`src/rtl/point_display_queue.sv`:
```
// point_display_queue
//   Buffers points from the triangle stage in a small FIFO and shows them one
//   at a time on four hex/BCD digits. Each point stays on display for HOLD
//   clock cycles. A two-digit BCD counter tracks how many points have been shown.
//
// Handshake: po is a push-only strobe with no ready signal. A point is accepted
//   when the FIFO is not full, or when it is full and the display pops the head
//   in the same cycle. Any other po cycle drops the point and sets the sticky
//   overflow flag.
//
// Ports
//   clk        single clock; all state changes on the rising edge
//   reset      asynchronous, active-high
//   po         point-valid strobe; one point per high cycle
//   xo, yo     3-bit point coordinates, valid while po=1
//   dig_a      displayed x as {1'b0,x}; 4'hF when nothing is shown
//   dig_b      displayed y as {1'b0,y}; 4'hF when nothing is shown
//   dig_c      BCD tens of the shown-points count
//   dig_d      BCD units of the shown-points count
//   full       FIFO holds DEPTH entries
//   overflow   sticky: at least one point was dropped since reset
//   fsm_state  debug view of the display FSM (0=IDLE, 1=LOAD, 2=SHOW)
module point_display_queue #(
  parameter int DEPTH = 16,
  parameter int HOLD  = 12500000
) (
  input  logic       clk,
  input  logic       reset,
  input  logic       po,
  input  logic [2:0] xo,
  input  logic [2:0] yo,
  output logic [3:0] dig_a,
  output logic [3:0] dig_b,
  output logic [3:0] dig_c,
  output logic [3:0] dig_d,
  output logic       full,
  output logic       overflow,
  output logic [1:0] fsm_state
);

  localparam int AW = (DEPTH > 1) ? $clog2(DEPTH) : 1;
  localparam int CW = AW + 1;
  localparam int HW = (HOLD > 1) ? $clog2(HOLD) : 1;
  localparam logic [CW-1:0] DEPTH_C = CW'(DEPTH);
  localparam logic [HW-1:0] HOLD_LAST = HW'(HOLD - 1);

  typedef enum logic [1:0] {
    IDLE = 2'd0,
    LOAD = 2'd1,
    SHOW = 2'd2
  } state_t;

  state_t state, next_state;

  logic [5:0]    mem [DEPTH];
  logic [AW-1:0] wr_ptr, rd_ptr;
  logic [CW-1:0] count;
  logic [HW-1:0] hold_cnt;
  logic [2:0]    disp_x, disp_y;
  logic [3:0]    tens, units;

  logic pop;
  logic wr;

  // The FSM only enters LOAD with a non-empty FIFO, so LOAD always pops.
  assign pop  = (state == LOAD);
  assign full = (count == DEPTH_C);
  assign wr   = po && (!full || pop);

  // ---------------------------------------------------------------------------
  // FIFO storage: data is not reset, only the pointers and count are.
  // ---------------------------------------------------------------------------
  always_ff @(posedge clk) begin
    if (wr) begin
      mem[wr_ptr] <= {xo, yo};
    end
  end

  // Pointers are exactly AW bits wide and DEPTH is a power of two, so the
  // increments wrap modulo DEPTH on their own.
  always_ff @(posedge clk or posedge reset) begin
    if (reset) begin
      wr_ptr   <= '0;
      rd_ptr   <= '0;
      count    <= '0;
      overflow <= 1'b0;
    end else begin
      if (wr) begin
        wr_ptr <= wr_ptr + 1'b1;
      end
      if (pop) begin
        rd_ptr <= rd_ptr + 1'b1;
      end
      case ({wr, pop})
        2'b10:   count <= count + 1'b1;
        2'b01:   count <= count - 1'b1;
        default: count <= count;
      endcase
      if (po && !wr) begin
        overflow <= 1'b1;
      end
    end
  end

  // ---------------------------------------------------------------------------
  // Display FSM
  // ---------------------------------------------------------------------------
  always_ff @(posedge clk or posedge reset) begin
    if (reset) begin
      state <= IDLE;
    end else begin
      state <= next_state;
    end
  end

  // IDLE also looks at po so a point arriving at an empty FIFO reaches the
  // digits two cycles after the strobe. At the end of SHOW only the registered
  // count is used: a write landing in that same cycle waits for the next pass.
  always_comb begin
    next_state = state;
    case (state)
      IDLE: begin
        if ((count != '0) || po) begin
          next_state = LOAD;
        end
      end
      LOAD: next_state = SHOW;
      SHOW: begin
        if (hold_cnt == '0) begin
          next_state = (count != '0) ? LOAD : IDLE;
        end
      end
      default: next_state = IDLE;
    endcase
  end

  // Hold counter, display register and shown counter all update on LOAD.
  always_ff @(posedge clk or posedge reset) begin
    if (reset) begin
      hold_cnt <= '0;
      disp_x   <= '0;
      disp_y   <= '0;
      tens     <= '0;
      units    <= '0;
    end else begin
      if (state == LOAD) begin
        hold_cnt <= HOLD_LAST;
        disp_x   <= mem[rd_ptr][5:3];
        disp_y   <= mem[rd_ptr][2:0];
        if (units == 4'd9) begin
          units <= 4'd0;
          tens  <= (tens == 4'd9) ? 4'd0 : tens + 4'd1;
        end else begin
          units <= units + 4'd1;
        end
      end else if ((state == SHOW) && (hold_cnt != '0)) begin
        hold_cnt <= hold_cnt - 1'b1;
      end
    end
  end

  // The point is visible only while in SHOW, which gives exactly HOLD cycles
  // per point and a blank LOAD cycle between consecutive points.
  always_comb begin
    dig_a = 4'hF;
    dig_b = 4'hF;
    if (state == SHOW) begin
      dig_a = {1'b0, disp_x};
      dig_b = {1'b0, disp_y};
    end
  end

  assign dig_c     = tens;
  assign dig_d     = units;
  assign fsm_state = state;

endmodule

```
`config.mk`:
```
export PLATFORM = sky130hd
export DESIGN_NAME = point_display_queue
export DESIGN_NICKNAME = d
export VERILOG_FILES = /design/src/rtl/point_display_queue.sv
export SDC_FILE = /design/constraint.sdc
export NUM_CORES = 1
export LEC_CHECK = 0
export CORE_ASPECT_RATIO = 1.1
export CORE_MARGIN = 2
export CORE_UTILIZATION = 49
export DETAILED_ROUTE_END_ITERATION = 7
export PLACE_DENSITY = 0.79
export SYNTH_ARGS = -nofsm -noshare
export SYNTH_HDL_FRONTEND = slang
export SYNTH_SLANG_ARGS = --single-unit
```
`constraint.sdc`:
```
create_clock -name clk -period 2.75 [get_ports clk]
set_input_delay 0.4125 -clock clk [delete_from_list [all_inputs] [get_ports clk]]
set_output_delay 0.4125 -clock clk [all_outputs]
set_load 0.03 [all_outputs]
```
==> metrics.txt <==
layout overhead on the synthesized area=16.9%; Critical R2R Launch=fsm_state[0]$_DFFE_PP0P_; Initial Util=0.503; Clock H-tree levels=4; Antenna Violating Nets Remaining=0; number of max-cap violations=0; Cell Area, Placed=7180 um^2; clock sinks=150; Seq pwr share=0.492; maximum root-to-sink buffer count=2; Post-synth EDFFs=96; via count=4,137; CP max stage delay=0.61 ns; Global Route Usage Sum=0.208; final-report hold violation count=0; main flop type after synthesis=edfxtp_1; most frequent cells in the layout=edfxtp_1 (96), dfrtp_1 (53), nand2_1 (41); Syn Area/Cell=13.6 um^2; Final Hold Slack=0.343 ns; maximum clock rate=0.379 GHz; Synth Register Bits=150; Seq/Total Area, Yosys=0.637; final total power=5.60 mW; FP Rows=44; critical path arrival=2.22 ns; final WL=13.9 mm; Worst Setup Start Kind=register; Final Wtd Congestion=0.875; critical path peak fanout=11; Clock Skew=0.0106 ns; Buffers on Ports=28; Crit. Startpoint=fsm_state[1]$_DFFE_PP0P_; P_int=4.22 mW; Placed Cells=677; Switching Share=0.247; CP Class=reg2out; count of final setup violators=0; P_leak=2.83 nW; clock transition at the registers of the reported paths=0.07 ns; Rel. slew slack=0.484; cell area after synthesis=6640 um^2; CP required=2.34 ns; fin nets=555; DIE AREA=14,500 um^2; Remaining DRCs=0; 1st-iter DRT viols=308; grt ovf=0; core outline area=13,200 um^2; library cells used by synthesis=56; hpwl dp=9.56 mm; RSZ-0062 raised after global routing=false; final instance area=7760 um^2; Via density=5.83; worst hold path class=in2async; Final Critical Period=2.64 ns; CTS root buf=clkbuf_16; TritonCTS clock tree=built; Worst-Margin Slew=0.774 ns; Setup TNS Final=0 ns; First-pass DRT Iterations=5; initial antenna violation count=0; run status=finished clean; clock network power share=0.402; Max Slew Vio Count=0; crit path max-delay cell type=clkdlybuf4s50_1; Synth Instances=489; Crit. End Element=output port; Synthesized Nets=509; first-pass GRT wire length=22.7 mm; synth warn=0; Finished Layout Cells=709; Worst-Skew Late Latency=0.42 ns; final worst path period share=0.959; Post-CTS Hold Fix Bufs=0; die extent in x=115 um; Routed wire per std cell=19.5 um; worst vdd ir=723 uV; PwrDens=721 nW/um^2; CP cell instances=inv_1 -> nor2_1 -> clkinv_2 -> or2_2 -> clkdlybuf4s50_1; Async SR Flop Fraction=0.360; Top Ports=29; cts bufs inserted=17; fraction of power consumed by combinational cells=0.106; most common cell after layout, fill and taps aside=edfxtp_1; ANT cells=0; largest net degree at the start of global routing=29; Die Span Y=126 um; net switching power=1.38 mW; post-CTS setup buffer count=0; vias in the first global route=4,431; layout cells sized above 1=0.159
==> state kept, by name, summed over array words and instances, names as in the netlist <==
register and count:
fsm_state 2, count 5, disp_x 3, dig_c 4, rd_ptr 4, wr_ptr 4
hold_cnt 24, dig_d 4, overflow 1, disp_y 3, mem 96
==> routing by layer <==
| metal | track usage | share of wire |
|---|---|---|
| met5 | 0 | 0 |
| met4 | 0.0872 | 0.019 |
| met3 | 0.0510 | 0.043 |
| met2 | 0.358 | 0.53 |
| met1 | 0.248 | 0.41 |
==> cell families (layout without fill, tap and decap cells) <==
logic type	count (synthesis)	count (layout)	synth area share
adder cells (fa/ha/maj)	11	11	0.0218
AO/OA/AOI/OAI	75	75	0.0750
multiplexers	46	46	0.100
buffers and inverters	41	100	0.0269
AND/OR/NAND/NOR	147	147	0.114
flip-flops	150	150	0.637
XOR/XNOR	19	19	0.0250
==> critical path, delay by kind of cell (launching register included) <==
kind / cells / cell delay, ns
buffers and inverters: 3 / 0.91
DFF: 1 / 0.35
and+or+nand+nor: 2 / 0.54
==> what timing repair did <==
action | 4_1_cts | 5_1_grt
gates resized for setup | 1 | 2
cloned | 0 | 0
endpoints found under the setup margin | 6 | 2
==> cell usage after synthesis (2+ instances only) <==
cell,instances,area share
or4_1,3,0.0034
o31a_1,2,0.0026
xor2_1,6,0.0079
ha_1,10,0.019
xnor2_1,13,0.017
o21ai_0,23,0.017
clkbuf_1,8,0.0045
nor4_1,4,0.0038
nand2_1,41,0.023
and2_1,4,0.0038
o2111ai_1,4,0.0053
nor3b_1,3,0.0034
or2_2,8,0.0075
edfxtp_1,96,0.43
o211ai_1,3,0.0034
inv_1,17,0.0096
buf_2,8,0.0060
nor3_1,10,0.0075
nor4b_1,3,0.0040
mux4_2,16,0.054
a21oi_1,12,0.0090
buf_4,2,0.0023
or3_1,5,0.0047
buf_1,4,0.0023
nand3_1,12,0.0090
nor2_1,33,0.019
a31oi_1,5,0.0047
a21boi_0,2,0.0023
dfrtp_1,54,0.20
mux2_2,4,0.0068
mux2i_1,26,0.039
nor2b_1,4,0.0038
a22oi_1,6,0.0068
nand2b_1,4,0.0038
o41ai_1,5,0.0066
nand4_1,5,0.0047
a21o_1,3,0.0034
o311ai_0,3,0.0040
==> metrics by stage <==
stage          setup WS (ns)   util
2_1_floorplan          0.350      -
3_3_place_gp           0.393  0.543
3_5_place_dp           0.313  0.543
4_1_cts               0.0824  0.587
5_1_grt              0.00215  0.588
6_report               0.114  0.588
==> layout make-up <==
cell class,count,area (um^2)
clock buffers,18,429
clock inverters,14,149
fillers,1010,5450
inverters,18,68.8
multi-input cells,298,2230
flip-flops and latches,150,4240
well taps,161,201
repair buffers,50,450
==> power by group through the flow <==
stage / Combinational [mW] / Sequential (mW) / Clock (mW)
2_1_floorplan: 0.421 / 2.75 / 0
3_3_place_gp: 0.577 / 2.79 / 0
3_5_place_dp: 0.594 / 2.80 / 0
4_1_cts: 0.600 / 2.75 / 2.30
5_1_grt: 0.661 / 2.78 / 2.38
6_report: 0.591 / 2.76 / 2.25
==> path summary, 6_finish.rpt <==
| path | to | slack, ns | cells after the start |
|---|---|---|---|
| min in group clk | overflow$_DFFE_PP0P_ | 0.48 | 1 |
| max in group asynchronous | rd_ptr[1]$_DFFE_PP0P_ | 1.70 | 3 |
| setup reg to reg | mem[11][1]$_DFFE_PP_ | 0.52 | 6 |
| hold reg to reg | overflow$_DFFE_PP0P_ | 0.48 | 1 |
| setup / recovery | dig_a[0] | 0.11 | 5 |
| hold / removal | count[3]$_DFFE_PP0P_ | 0.34 | 2 |
(Power assumes the default switching activity.)
